$ cat src/rtl/toggle_handshake_receiver.sv
// Receiving end of a two-phase toggle link: detects each request flip, buffers
// the word in a small FIFO, returns a toggle ack and flags double-toggle errors.
module toggle_handshake_receiver #(
    parameter int unsigned DATA_W = 8,
    parameter int unsigned DEPTH  = 4
) (
    input  logic              clk,
    input  logic              rst,
    input  logic              req_tgl,
    input  logic [DATA_W-1:0] data_in,
    output logic              ack_tgl,
    output logic [DATA_W-1:0] out_data,
    output logic              out_valid,
    input  logic              out_ready,
    output logic [7:0]        rx_count,
    output logic              proto_err
);

    localparam int unsigned AW = $clog2(DEPTH);
    localparam int unsigned CW = AW + 1;

    logic [DATA_W-1:0] mem [DEPTH];
    logic [AW-1:0]     wr_ptr;
    logic [AW-1:0]     rd_ptr;
    logic [CW-1:0]     count;
    logic              req_q;

    logic              pending_c;
    logic              full_c;
    logic              accept_c;
    logic              pop_c;
    logic              violation_c;
    logic [CW-1:0]     count_next_c;

    // Handshake decode and occupancy update; full blocks accept even when a pop
    // happens in the same cycle, so there is no bypass path.
    always_comb begin
        pending_c    = req_tgl ^ ack_tgl;
        full_c       = (count == CW'(DEPTH));
        accept_c     = pending_c & ~full_c;
        pop_c        = out_valid & out_ready;
        // Sender flipped again while its previous flip is still unacknowledged.
        violation_c  = (req_tgl != req_q) & (req_q != ack_tgl);
        count_next_c = count;
        case ({accept_c, pop_c})
            2'b10:   count_next_c = count + CW'(1);
            2'b01:   count_next_c = count - CW'(1);
            default: count_next_c = count;
        endcase
    end

    always_ff @(posedge clk) begin
        if (rst) begin
            wr_ptr    <= '0;
            rd_ptr    <= '0;
            count     <= '0;
            out_valid <= 1'b0;
            ack_tgl   <= 1'b0;
            rx_count  <= 8'd0;
            proto_err <= 1'b0;
            req_q     <= 1'b0;
        end else begin
            if (accept_c) begin
                wr_ptr   <= wr_ptr + AW'(1);
                ack_tgl  <= ~ack_tgl;
                rx_count <= rx_count + 8'd1;
            end
            if (pop_c) begin
                rd_ptr <= rd_ptr + AW'(1);
            end
            if (violation_c) begin
                proto_err <= 1'b1;
            end
            count     <= count_next_c;
            out_valid <= (count_next_c != '0);
            req_q     <= req_tgl;
        end
    end

    // Storage is not cleared by reset; only the pointers are.
    always_ff @(posedge clk) begin
        if (!rst && accept_c) begin
            mem[wr_ptr] <= data_in;
        end
    end

    assign out_data = mem[rd_ptr];

endmodule
$ cat config.mk
export PLATFORM = sky130hd
export DESIGN_NAME = toggle_handshake_receiver
export DESIGN_NICKNAME = d
export VERILOG_FILES = /design/src/rtl/toggle_handshake_receiver.sv
export SDC_FILE = /design/constraint.sdc
export NUM_CORES = 1
export LEC_CHECK = 0
export CORE_MARGIN = 1
export CORE_UTILIZATION = 57
export DETAILED_ROUTE_END_ITERATION = 8
export PLACE_DENSITY = 0.83
export SETUP_SLACK_MARGIN = 0.1
export SLEW_MARGIN = 20
export SYNTH_ARGS = -nofsm -noshare
export SYNTH_HDL_FRONTEND = slang
export SYNTH_SLANG_ARGS = --single-unit
export TNS_END_PERCENT = 1
$ cat constraint.sdc
create_clock -name clk -period 4.35 [get_ports clk]
set_clock_uncertainty 0.15 [all_clocks]
set_input_delay 0.6525 -clock clk [delete_from_list [all_inputs] [get_ports clk]]
set_output_delay 0.6525 -clock clk [all_outputs]
set_load 0.005 [all_outputs]
Word-level counts from Yosys, hierarchy flattened
Memory sizes are Yosys's and may differ from the RTL's. A register that Yosys moved wholly into a read port is not among the register bits. Cells that the tools add are included.

$add $sub $neg: 5. Equality and inequality tests: 5. Muxes and demuxes: 5. Bitwise operators: 6. Reduce and logical (&&, ||, !) cells: 3.

Operator list (count): adder 8 x 1 -> 8 bit, second input constant (1); case mux 3 bit (2 select lines) (1); adder 2 x 1 -> 2 bit, second input constant (2); 2-to-1 mux 2 bit (2); adder 3 x 1 -> 3 bit, second input constant (1); AND 1 bit (3); equality test 3 bit, second input constant (1); nonzero test 3 bit (1); subtractor 3 x 1 -> 3 bit, second input constant (1); equality test 2 x 1 -> 1 bit, second input constant (1); equality test 2 bit, second input constant (1); 2-to-1 mux 1 bit (2); != test 1 bit (2); NOT 1 bit (2); logical AND 1 bit (1); logical NOT 1 bit (1); XOR 1 bit (1).

Bits in registers: 19. RAM bits: 32. Input port bits: 12. Output and inout bits: 19. Word-level logic and storage cells: 33. Memories kept: 1.

Memories: mem (depth 4, width 8, rd ports 1, clocked after memory_dff 1, write ports 1, line 22) `logic [DATA_W-1:0] mem [DEPTH];`.

Depth between registers and ports, before layout
Gate-level depths: netlist of run 1.

Depth after elaboration: 6. Mapped depth: 9. Depth with buffers taken out: 9.

Worst setup path before layout of run 1
Ideal clock, no wire load.

Path kind: input to register. Start point: in req_tgl. End point: reg out_valid. Setup time: 0.127 ns. Arrival: 2.271 ns. Required time: 4.073 ns. Slack: 1.802 ns. Stages: 9. Buffers on the path: 0. Cell sequence: xnor2_2 -> nor2_4 -> inv_2 -> ha_1 -> fa_1 -> xnor2_1 -> o21ai_0 -> a21oi_1 -> or3_1.

Word-level cells in the longest chain between the ends: 5. Elaborated cells on any way between the ends: 6. Those cells by class: eq/ne: 2; mux: 1; bitwise: 2; reduce/logical: 1.

RTL lines: from (decl) (line 9) `input logic req_tgl,`; XOR 1 bit * (line 38) `pending_c = req_tgl ^ ack_tgl;`; AND 1 bit * (line 40) `accept_c = pending_c & ~full_c;`; equality test 2 x 1 -> 1 bit or equality test 2 bit (tied branches) (line 45) `case ({accept_c, pop_c})`; case mux 3 bit (2 select lines) * (line 45); nonzero test 3 bit * (line 75) `out_valid <= (count_next_c != '0);`; to (signal assigned) (line 75); to (decl) (line 13) `output logic out_valid,`.

Mark *: on every way between the ends. The rest lies on a longest branch, timed or not. A chain may end at the register's enable or synchronous reset.

==> metrics.log, run 1 <==
INFO  metric status = finished clean
INFO  metric multiInputGateArea = 673 um^2
INFO  metric rsz0062_at_grt = no
INFO  metric grt_antenna_before_repair = 0
INFO  metric finalMaxSlewViolations = 0
INFO  metric drt_wl_total = 3.39 mm
INFO  metric worst_ep_arrival_time = 2140 ps
INFO  metric timing_hold_violations_final = 0
INFO  metric vias_per_cell = 5.34
INFO  metric grt_first_pass_wirelength = 5.59 mm
INFO  metric drive_above_1_share = 10.9%
INFO  metric peakVddDrop = 287 uV
INFO  metric die_height = 62.4 um
INFO  metric asyncSetResetFlopFracSynth = 0%
INFO  metric syn-cell-area = 2080 um^2
INFO  metric drt.antenna.violating_nets = 0
INFO  metric startpoint_to_endpoint_class_of_the_critical_path = flip-flop to primary output
INFO  metric globalRoute.totalOverflow = 0
INFO  metric numPortBuffers = 30
INFO  metric drt_first_pass_iters = 4
INFO  metric place_hpwl = 2.30 mm
INFO  metric holdPathEnd = proto_err
INFO  metric synth.lib_cells_used.distinct = 31
INFO  metric setup_viol_count_final = 0
INFO  metric ys_dominant_reg_cell = sky130_fd_sc_hd__edfxtp_1
INFO  metric synth_nets = 159
INFO  metric worst-r2r-cell-count = 8
INFO  metric synth-edff-count = 32
INFO  metric num_antenna_cells = 0
INFO  metric syn-instance-count = 140
INFO  metric ys_seq_elements = 53
INFO  metric min-delay-path-class = flip-flop to flip-flop
INFO  metric worstHoldPathCells = 2
INFO  metric timing.max_slew.rel_slack = 54.0%
INFO  metric max_cap_violations = 0
INFO  metric ios = 31
INFO  metric insertion_delay = 350 ps
INFO  metric post_cts_resized = 0
INFO  metric nets = 192
INFO  metric cts_tree = built
INFO  metric yosysWarnings = 0
INFO  metric avgSynthCellArea = 14.9 um^2
INFO  metric floorplan.initialDensity = 60.9%
INFO  metric rows = 21
INFO  metric floorplan.die.width = 62.4 um
INFO  metric routedWlPerCell = 15.4 um
INFO  metric timing.reg2reg.setup_slack = 1730 ps
INFO  metric gp_congestion = 0.736
INFO  metric startpoint_type = flip-flop
INFO  metric synth_top_cell_area_share = 46.2%
INFO  metric clk_path_buf_depth = 2
INFO  metric whs = 351 ps
INFO  metric setup-tns-final = 0 ps
INFO  metric area.sequential = 1380 um^2
INFO  metric synth_top_cell_by_area = sky130_fd_sc_hd__edfxtp_1
INFO  metric coreArea = 3420 um^2
INFO  metric die-area = 3900 um^2
INFO  metric yosysSeqAreaShare = 66.4%
INFO  metric num_vias = 1,175
INFO  metric postCtsSetupRepairBufs = 0
INFO  metric r2r_end = out_valid
INFO  metric worst_ep_required_time = 3550 ps
INFO  metric post-route-drc-count = 0
INFO  metric h-tree-depth = 2
INFO  metric synth_top_cells_by_count = 32 x sky130_fd_sc_hd__edfxtp_1, 21 x sky130_fd_sc_hd__dfxtp_1, 17 x sky130_fd_sc_hd__nor2_1, 9 x sky130_fd_sc_hd__xnor2_1
INFO  metric period_needed = 2940 ps
INFO  metric place_area = 2420 um^2
INFO  metric syn_to_final_growth = 20.1%
INFO  metric worst_r2r_startpoint = count[0]
INFO  metric grt_pass1_vias = 1,211
INFO  metric finalCoreUtilization = 73.2%
INFO  metric timing.hold.worst.start = proto_err
INFO  metric post-route-period-util = 67.7%
INFO  metric sort_of_element_at_the_end_of_the_critical_path = primary output
INFO  metric cts_root_buffer = sky130_fd_sc_hd__clkbuf_4
INFO  metric yosysMostFrequentCell = sky130_fd_sc_hd__edfxtp_1
INFO  metric clk_pin_slew = 130 ps
INFO  metric pin_count_of_the_biggest_net_entering_global_routing = 21
INFO  metric final.fill_count = 226
INFO  metric stdcell_area = 2500 um^2
INFO  metric grt_usage = 19.6%
INFO  metric cts_made_buffers = 5
INFO  metric post_synth_main_area_contributors = sky130_fd_sc_hd__edfxtp_1 46%, sky130_fd_sc_hd__dfxtp_1 20%, sky130_fd_sc_hd__mux4_2 8.7%, sky130_fd_sc_hd__xnor2_1 3.8%, sky130_fd_sc_hd__ha_1 3.6%
INFO  metric power_density = 469 nW/um^2
INFO  metric cts-hold-fix-buffers = 0
INFO  metric total_leakage_power = 0.843 nW
INFO  metric worst_pin_slew = 687 ps
INFO  metric critPathMaxFanout = 8
INFO  metric achievable-frequency = 0.340 GHz
INFO  metric clkSinkCount = 53
INFO  metric first_iter_violations = 43
## cell usage in the layout, fill, tap and decap left out, types with 2 or more instances in the layout
cell and instances:
sky130_fd_sc_hd__and2_1 5, sky130_fd_sc_hd__xnor2_1 9, sky130_fd_sc_hd__clkdlybuf4s50_1 30, sky130_fd_sc_hd__edfxtp_1 32
sky130_fd_sc_hd__mux4_2 8, sky130_fd_sc_hd__nand3_1 2, sky130_fd_sc_hd__or3_1 2, sky130_fd_sc_hd__clkbuf_4 5
sky130_fd_sc_hd__a21oi_1 4, sky130_fd_sc_hd__xor2_1 2, sky130_fd_sc_hd__nand2_1 8, sky130_fd_sc_hd__ha_1 6
sky130_fd_sc_hd__mux2i_1 2, sky130_fd_sc_hd__inv_1 2, sky130_fd_sc_hd__nor4_1 2, sky130_fd_sc_hd__dfxtp_1 21
sky130_fd_sc_hd__nor2_1 17
## per-stage QoR
step                setup WS [ps]  cells  power [W]
detailed placement           1050    212   0.000928
finish                       1410    220    0.00117
global placement             1170    212   0.000914
CTS                          1320    220    0.00119
global route                 1260    220    0.00124
floorplan                    1800    140   0.000812
## critical path, cell delays in order, from the launching register on
cell	delay [ps]
sky130_fd_sc_hd__dfxtp_1	690
sky130_fd_sc_hd__mux4_2	620
sky130_fd_sc_hd__clkdlybuf4s50_1	480
## worst max path at each step
stage / endpoint
floorplan: out_valid
detailed placement: out_valid
finish: out_data[7]
CTS: out_data[7]
global route: out_data[7]
global placement: out_valid
## per-layer routing
| metal | share of wire, % | up-vias | GRT usage [%] |
|---|---|---|---|
| met5 | 0 | - | 0 |
| met4 | 3.5 | 0 | 10.8 |
| met3 | 4.8 | 9 | 5.29 |
| met2 | 51 | 33 | 33.7 |
| met1 | 41 | 562 | 22.2 |
| li1 | - | 571 | - |
## state kept, by name (all words and copies together) (netlist names), named ones only
name       flops
ack_tgl        1
rx_count       8
count          3
mem           32
out_valid      1
wr_ptr         2
req_q          1
proto_err      1
rd_ptr         2
## cell families (layout without fill, tap and decap cells)
logic type               after synthesis  after routing  synth area share [%]
flip-flops                            53             53                  66.4
AND/OR/NAND/NOR                       44             44                  10.8
XOR/XNOR                              12             12                  5.41
multiplexers                          10             10                  9.62
adder cells (fa/ha/maj)                7              7                  4.57
AO/OA/AOI/OAI                          7              7                  1.92
buffers and inverters                  7             41                  1.26
## layout make-up
class                      count  share of cell area (%)
clock buffer                   6                    1.65
multi-input combinational     80                    26.9
inverter                       3                   0.450
sequential                    53                    55.3
tap                           46                    2.30
clock inverter                 2                    1.40
timing repair buffer          30                    12.0
## where the power goes
| part | internal (W) | total (W) | switching [W] |
|---|---|---|---|
| sequential | 0.000593 | 0.000646 | 0.0000534 |
| clock | 0.000121 | 0.000258 | 0.000137 |
| combinational | 0.000158 | 0.000269 | 0.000110 |
| total | 0.000872 | 0.00117 | 0.000301 |
No activity file was read; power rests on OpenSTA's default activity.
==> inputs of run 2 (changes only) <==
- CORE_UTILIZATION: 57 -> 48
- PLACE_DENSITY: 0.83 -> 0.75
- clock period: 4.35 -> 2.6 ns (I/O delays scaled with it)
==> metrics.log, run 2 (synthesized netlist as in run 1, its figures left out) <==
INFO  metric grt_first_pass_wirelength = 5.98 mm
INFO  metric min-delay-path-class = flip-flop to flip-flop
INFO  metric worst_ep_required_time = 2700 ps
INFO  metric startpoint_type = primary input
INFO  metric critPathMaxFanout = 2
INFO  metric rsz0062_at_grt = yes
INFO  metric place_hpwl = 2.67 mm
INFO  metric die_height = 67.8 um
INFO  metric final.fill_count = 294
INFO  metric pin_count_of_the_biggest_net_entering_global_routing = 20
INFO  metric worst_ep_arrival_time = 2530 ps
INFO  metric vias_per_cell = 5.24
INFO  metric drt.antenna.violating_nets = 0
INFO  metric switching_power = 0.000558 W
INFO  metric num_antenna_cells = 0
INFO  metric peakVddDrop = 401 uV
INFO  metric setup-tns-final = 0 ps
INFO  metric post-route-period-util = 93.3%
INFO  metric finalCoreUtilization = 66.1%
INFO  metric drt_wl_total = 3.73 mm
INFO  metric commonest_non_fill_non_tap_cells_in_the_layout = 32 x sky130_fd_sc_hd__edfxtp_1, 30 x sky130_fd_sc_hd__clkdlybuf4s50_1, 20 x sky130_fd_sc_hd__dfxtp_1
INFO  metric cts_root_buffer = sky130_fd_sc_hd__clkbuf_8
INFO  metric drive_above_1_share = 19.7%
INFO  metric post-layout-total-power = 0.00225 W
INFO  metric area.sequential = 1380 um^2
INFO  metric status = finished clean
INFO  metric nets = 206
INFO  metric rows = 23
INFO  metric h-tree-depth = 2
INFO  metric postCtsSetupRepairBufs = 0
INFO  metric stdcell_count = 238
INFO  metric timing_hold_violations_final = 0
INFO  metric coreArea = 4090 um^2
INFO  metric sort_of_element_at_the_end_of_the_critical_path = flip-flop
INFO  metric power.switching_fraction = 24.8%
INFO  metric internal_portion_of_total_power = 0.00169 W
INFO  metric use_met1 = 21.2%
INFO  metric clk_path_buf_depth = 2
INFO  metric max_cap_violations = 0
INFO  metric most_frequent_standard_cell_in_the_layout_excluding_fill_and_tap_cells = sky130_fd_sc_hd__edfxtp_1
INFO  metric top_regs = mem (32), rx_count (8), count (3)
INFO  metric grtUsageMet3 = 5.17%
INFO  metric gp_congestion = 0.691
INFO  metric cts_tree = built
INFO  metric num_vias = 1,247
INFO  metric period_needed = 2430 ps
INFO  metric total_leakage_power = 0.946 nW
INFO  metric timing.max_slew.rel_slack = 71.8%
INFO  metric power.combinational.fraction = 23.9%
INFO  metric clkPwrFrac = 28.5%
INFO  metric startpoint_to_endpoint_class_of_the_critical_path = primary input to flip-flop
INFO  metric regMostFlops = mem
INFO  metric post-route-drc-count = 0
INFO  metric first_iter_violations = 60
INFO  metric largest_register_ff_count = 32
INFO  metric ios = 31
INFO  metric insertion_delay = 300 ps
INFO  metric grt.busiest_layer = met2
INFO  metric setup_viol_count_final = 0
INFO  metric power_density = 834 nW/um^2
INFO  metric seqPwrFrac = 47.6%
INFO  metric floorplan.die.width = 67.8 um
INFO  metric place_area = 2560 um^2
INFO  metric placed_cells = 230
INFO  metric worst_pin_slew = 423 ps
INFO  metric grt_usage = 18.9%
INFO  metric stdcell_area = 2700 um^2
INFO  metric globalRouteMet2Util = 33.4%
INFO  metric clk_pin_slew = 90 ps
INFO  metric cts_made_buffers = 5
INFO  metric numPortBuffers = 30
INFO  metric grt_antenna_before_repair = 0
INFO  metric finalMaxSlewViolations = 0
INFO  metric achievable-frequency = 0.412 GHz
INFO  metric clkSinkCount = 53
INFO  metric drt_first_pass_iters = 2
INFO  metric syn_to_final_growth = 29.8%
INFO  metric floorplan.initialDensity = 50.9%
INFO  metric multiInputGateArea = 679 um^2
INFO  metric die-area = 4600 um^2
INFO  metric routedWlPerCell = 15.7 um
INFO  metric grt_pass1_vias = 1,257
INFO  metric globalRoute.totalOverflow = 0
[run 2: what timing repair did]
action	CTS	global route
hold buffers	0	0
pin swaps	0	2
resized for setup	1	3
hold endpoints to repair	0	0
setup endpoints to repair	5	3
[run 2: worst paths after layout]
kind	cells past startpoint	startpoint	slack [ps]	end
setup / recovery	10	req_tgl	170	out_valid
hold / removal	2	rx_count[7]	340	rx_count[7]
setup reg to reg	8	count[0]	290	out_valid
hold reg to reg	2	rx_count[7]	340	rx_count[7]
[run 2: final cells by class]
| type | instances | area share, % |
|---|---|---|
| sequential | 53 | 51.2 |
| timing repair buffer | 44 | 15.9 |
| multi-input combinational | 80 | 25.2 |
| tap | 50 | 2.32 |
| inverter | 3 | 0.417 |
| clock inverter | 3 | 2.41 |
| clock buffer | 5 | 2.55 |
[run 2: worst max-delay path: stages]
cell	delay [ps]
sky130_fd_sc_hd__clkdlybuf4s50_1	450
sky130_fd_sc_hd__xnor2_2	180
sky130_fd_sc_hd__nor2_4	110
sky130_fd_sc_hd__inv_2	50
sky130_fd_sc_hd__ha_1	210
sky130_fd_sc_hd__fa_2	350
sky130_fd_sc_hd__xnor2_1	150
sky130_fd_sc_hd__or3_1	370
sky130_fd_sc_hd__a21oi_2	170
sky130_fd_sc_hd__or3_1	110
[run 2: routing by layer]
layer / wire [um] / vias to the layer above / part of all wire (%)
li1: - / 598 / -
met1: 1560 / 618 / 42
met2: 1970 / 25 / 53
met3: 124 / 6 / 3.3
met4: 70 / 0 / 1.9
met5: 0 / - / 0
[run 2: power groups by stage]
stage / registers [W] / logic [W] / clock network [W]
3_5_place_dp: 0.00109 / 0.000536 / 0
4_1_cts: 0.00107 / 0.000539 / 0.000655
6_report: 0.00107 / 0.000538 / 0.000643
5_1_grt: 0.00109 / 0.000595 / 0.000687
2_1_floorplan: 0.00106 / 0.000295 / 0
3_3_place_gp: 0.00108 / 0.000513 / 0
[run 2: metrics by stage]
step	hold WS (ps)	setup WS (ps)
after floorplan	312	237
after global placement	310	-71.5
after detailed placement	327	-173
after CTS	344	153
after global routing	363	88.2
final	341	174
==> RTL change 1 (flow settings as in run 1) <==
Register the output `rx_count` once more; this adds one clock of latency there. The other outputs are not delayed to match.
--- a/src/rtl/toggle_handshake_receiver.sv
+++ b/src/rtl/toggle_handshake_receiver.sv
@@ -20,2 +20,4 @@
     localparam int unsigned CW = AW + 1;
+
+    logic [7:0] rx_count_s0;
 
@@ -58,3 +60,3 @@
             ack_tgl   <= 1'b0;
-            rx_count  <= 8'd0;
+            rx_count_s0 <= 8'd0;
             proto_err <= 1'b0;
@@ -65,3 +67,3 @@
                 ack_tgl  <= ~ack_tgl;
-                rx_count <= rx_count + 8'd1;
+                rx_count_s0 <= rx_count_s0 + 8'd1;
             end
@@ -88,2 +90,6 @@
 
+    always_ff @(posedge clk) begin
+        rx_count <= rx_count_s0;
+    end
+
 endmodule
Check against the original RTL: not equivalent (a bounded check fails within 4 cycles, from zero or initial values and one cycle with rst high).
==> RTL change 1 against run 1 <==
Worst hold slack got worse by 140 ps; power increased by 20%; critical endpoint is now out_valid; routed wire length rose by 22%; synthesized area increased by 14%; sequential power rose by 11%; highest routed layer unchanged; worst setup slack lost 150 ps; cell area rose by 16%; sequential cell count grew 8; clock power up 59%; critical path depth up 6.
==> RTL change 1: results (changes against run 1) <==
status finished, final reports clean; postcts setup bufs 0 (unchanged); flop2flop setup slack roughly 1700 ps; Final Hold Vio Count 0 (unchanged); share of post-route cells with drive strength above 1 14.7% (+3.8 points); Largest stage delay, worst path 600 ps (-90 ps); CTS Buffer Depth 2 (unchanged); Worst Reg-to-Reg Cells 7 (-1); sequential fraction of the synthesis area 64.7% (-1.7 points); largest net degree at the start of global routing 30 (+43%); nets@finish 218 (+14%); Detailed Routing Iterations Pass 1 4 (unchanged); clk slew on worst S/H paths 60 ps (-70 ps); ant diodes 0 (unchanged); clk root buf clkbuf_8; CP top delay family adder cells; Pleak 1.00 nW (+19%); biggest regs mem (32), rx_count (8), rx_count_s0 (8); total CTS buffers 9 (+4); Critical Path Source req_tgl; Via Count 1379 (+17%); most frequent cells after synthesis edfxtp_1, dfxtp_1, nor2_1; maximum vdd drop 0.339 mV (+18%); Worst setup endpoint out_valid; Clock H-tree levels 3 (+1); Worst Tran Pin Value 997 ps (+310 ps); drt first-iter violations 70 (+63%); Post-synth EDFFs 32 (unchanged); Synth Net Count 180 (+13%); switching power of the nets 0.366 mW (+22%); Worst Hold Class reg2reg; RePlAce Congestion 0.801 (+8.8%); mean routed wirelength per cell 16.3 um (+6.0%); CP Max Fanout 6 (-2); Clock Latency Late Sink 320 ps (-30 ps); synth unique cells 36 (+16%); dpl hpwl 2.95 mm (+28%); Synth area leaders edfxtp_1, dfxtp_1, mux4_2, ha_1, nand3_1; CP max-delay cell clkdlybuf4s50_1; crit path DAT 3190 ps (+1050 ps); initial antenna violation count 0 (unchanged); Tot GR Track Use 22.2% (+2.5 points); first-pass GRT wire length 6.78 mm (+21%); ys async rst share 0% (unchanged); Crit Reg-Reg Startpoint ack_tgl
## RTL change 1: changes by cell type after synthesis, sizes merged, moves of 4 or more
cell and delta:
nand2 -4, nor2b +5, nand3 +7, mux2 +4
nor2 -6, xnor2 -7, and2 -4, o21ai +4
dfxtp +8
## RTL change 1: cell type report
| class | count | area [um2] |
|---|---|---|
| sequential | 61 | 1540 |
| fill | 257 | 1100 |
| multi-input combinational | 90 | 790 |
| timing repair buffer | 35 | 338 |
| clock buffer | 14 | 153 |
| tap | 50 | 62.6 |
| clock inverter | 2 | 8.76 |
| inverter | 2 | 7.51 |
## RTL change 1: logic make-up (layout without fill, tap and decap cells)
kind of cell,after synthesis,count (layout),synth area share (%)
AND/OR/NAND/NOR,47,47,12.9
AO/OA/AOI/OAI,17,17,4.15
adder cells (fa/ha/maj),7,7,3.99
buffers and inverters,10,53,2.15
XOR/XNOR,6,6,2.21
multiplexers,13,13,9.87
flip-flops,61,61,64.7
## RTL change 1: worst min-delay path by stage
stage	from	end	slack [ps]	depth (start not counted)
finish	rx_count_s0[7]	rx_count[7]	220	0
global route	rx_count_s0[7]	rx_count[7]	230	0
CTS	rx_count_s0[7]	rx_count[7]	220	0
detailed placement	rx_count_s0[7]	rx_count[7]	210	0
global placement	rx_count_s0[7]	rx_count[7]	200	0
floorplan	rx_count_s0[7]	rx_count[7]	190	0
## RTL change 1: power by group through the flow
| stage | clock network [mW] | logic (mW) | registers, mW |
|---|---|---|---|
| 2_1_floorplan | 0 | 0.184 | 0.706 |
| 3_3_place_gp | 0 | 0.262 | 0.724 |
| 3_5_place_dp | 0 | 0.279 | 0.730 |
| 4_1_cts | 0.423 | 0.280 | 0.718 |
| 5_1_grt | 0.449 | 0.309 | 0.726 |
| 6_report | 0.411 | 0.279 | 0.716 |
## RTL change 1: metal layers
| metal | GRT usage (%) | vias to the layer above | share of wire (%) |
|---|---|---|---|
| met2 | 36.1 | 40 | 53 |
| met3 | 7.19 | 9 | 4.1 |
| met1 | 26.5 | 659 | 41 |
| met5 | 0 | - | 0 |
| li1 | - | 671 | - |
| met4 | 10.4 | 0 | 1.9 |
## RTL change 1: per-stage QoR
stage          setup WS, ps  std cells  cell area (um2)  hold WS (ps)  util [%]
2_1_floorplan          1810        161             2380           194         -
3_3_place_gp           1080        238             2740           202      68.5
3_5_place_dp            954        238             2740           211      68.5
4_1_cts                1290        254             2900           217      72.5
5_1_grt                1090        254             2900           227      72.5
6_report               1250        254             2900           215      72.5
==> RTL change 2 (flow settings as in run 1) <==
Without the edit above. `DEPTH`: 4 -> 8.
--- a/src/rtl/toggle_handshake_receiver.sv
+++ b/src/rtl/toggle_handshake_receiver.sv
@@ -4,3 +4,3 @@
     parameter int unsigned DATA_W = 8,
-    parameter int unsigned DEPTH  = 4
+    parameter int unsigned DEPTH  = 8
 ) (
Formal check against the unedited RTL: not equivalent (Yosys sat finds a counterexample within 10 cycles, from zero or initial values and one cycle with rst high).
==> RTL change 2 against run 1 <==
Power up 67%; synthesized cell count up 66%; synthesized area up 73%; sequential cell count up 36; count of clock-buffer cells in the layout up 3; worst setup slack worse by 290 ps; routed wire length up 87%; cell area up 67%; register-to-register slack worse by 220 ps; die area up 71%; cell count up 59%; via count up 70%; combinational power up 59%; critical endpoint is now out_valid; highest routed layer unchanged.
==> RTL change 2: results (changes against run 1) <==
status finished, final reports clean; synth unique cells 36 (+16%); vias in the first global route 2023 (+67%); biggest regs mem (64), rx_count (8), count (4); flop2flop setup slack 1510 ps (-220 ps); total CTS buffers 9 (+4); Crit Reg-Reg Startpoint count[0]; Placed Cells incl. Taps 333 (+57%); sequential fraction of the synthesis area 67.2% (+0.77 points); grt met2 use 35.3% (+1.6 points); Largest stage delay, worst path 620 ps (-70 ps); Via density 5.71 (+7.0%); CP max-delay cell clkdlybuf4s50_1; Worst Tran Pin Value 886 ps (+198 ps); Worst Reg-to-Reg Cells 10 (+2); Synth Net Count 250 (+57%); dpl hpwl 4.08 mm (+78%); Syn Inst Count 232 (+66%); drt first-iter violations 88 (+100%); postcts setup bufs 0 (unchanged); Worst setup endpoint out_valid; Post-synth EDFFs 64 (+100%); maximum vdd drop 0.380 mV (+32%); Post-CTS Resized 0 (unchanged); Pleak 1.39 nW (+65%); largest net degree at the start of global routing 17 (-19%); filler cell count 412 (+82%); clk root buf clkbuf_8; Clock H-tree levels 3 (+1); Non-Filler Instances 349 (+59%); RePlAce Congestion 0.809 (+9.9%); most frequent cells after synthesis edfxtp_1, dfxtp_1, nor2_1; global routing usage on met3 5.33% (+0.041 points); aggregate routed wire length 6.33 mm (+87%); clk slew on worst S/H paths 80 ps (-50 ps); share of post-route cells with drive strength above 1 18.6% (+7.7 points); Synth area leaders edfxtp_1, dfxtp_1, mux4_2, nor2_1, mux2_2; Sw Ratio 27.5% (+1.8 points); crit path DAT 3290 ps (+1150 ps); met1 usage 27.1% (+4.9 points); Tot GR Track Use 21.5% (+1.8 points)
## RTL change 2: power by group through the flow
stage	clock, mW	sequential (mW)	combinational [mW]
2_1_floorplan	0	1.02	0.315
3_3_place_gp	0	1.06	0.413
3_5_place_dp	0	1.06	0.425
4_1_cts	0.494	1.04	0.430
5_1_grt	0.529	1.05	0.466
6_report	0.486	1.04	0.427
## RTL change 2: cell families (layout without fill, tap and decap cells)
kind of cell    Yosys count  after routing  share of synthesized area [%]
fa+ha+maj                 6              6                           2.08
mux                      26             26                           13.0
buf+inv                  14             56                           1.80
simple gates             67             67                           9.47
compound gates           16             16                           2.84
xor+xnor                 14             14                           3.61
flops                    89             89                           67.2
## RTL change 2: layout make-up
| type | count | area, um2 | share of cell area [%] |
|---|---|---|---|
| inverter | 3 | 11.3 | 0.270 |
| tap | 75 | 93.8 | 2.25 |
| sequential | 89 | 2420 | 58.1 |
| clock inverter | 7 | 45.0 | 1.08 |
| timing repair buffer | 37 | 353 | 8.46 |
| multi-input combinational | 129 | 1120 | 26.9 |
| clock buffer | 9 | 124 | 2.97 |
## RTL change 2: metal layers
metal | wire length (um) | vias to the layer above
met5 | 0 | -
met4 | 98 | 0
met3 | 257 | 12
met2 | 3180 | 44
met1 | 2790 | 987
li1 | - | 951
## RTL change 2: worst min-delay path by stage
stage | to | slack [ps] | depth (start not counted) | from
global placement | proto_err | 320 | 2 | req_q
floorplan | flop | 300 | 2 | rd_ptr[1]
finish | flop | 340 | 2 | rd_ptr[1]
detailed placement | rd_ptr[1] | 330 | 2 | rd_ptr[1]
CTS | rd_ptr[1] | 350 | 2 | rd_ptr[1]
global route | flop | 390 | 2 | rd_ptr[1]
## RTL change 2: worst max-delay path, delay by kind of cell
| family | cells | cell delay, ps |
|---|---|---|
| compound gates | 2 | 280 |
| xor+xnor | 3 | 540 |
| fa+ha+maj | 2 | 500 |
| buf+inv | 2 | 820 |
| mux | 1 | 230 |
| simple gates | 1 | 250 |
## RTL change 2: stage by stage
| stage | total power [mW] | setup WS (ps) | util, % | hold slack (ps) | cell area [um2] |
|---|---|---|---|---|---|
| after floorplan | 1.34 | 1650 | - | 304 | 3610 |
| after global placement | 1.47 | 904 | 66.4 | 321 | 4000 |
| after detailed placement | 1.48 | 772 | 66.4 | 333 | 4000 |
| after CTS | 1.97 | 1150 | 69.2 | 349 | 4170 |
| after global routing | 2.05 | 961 | 69.2 | 386 | 4170 |
| final | 1.95 | 1120 | 69.2 | 345 | 4170 |
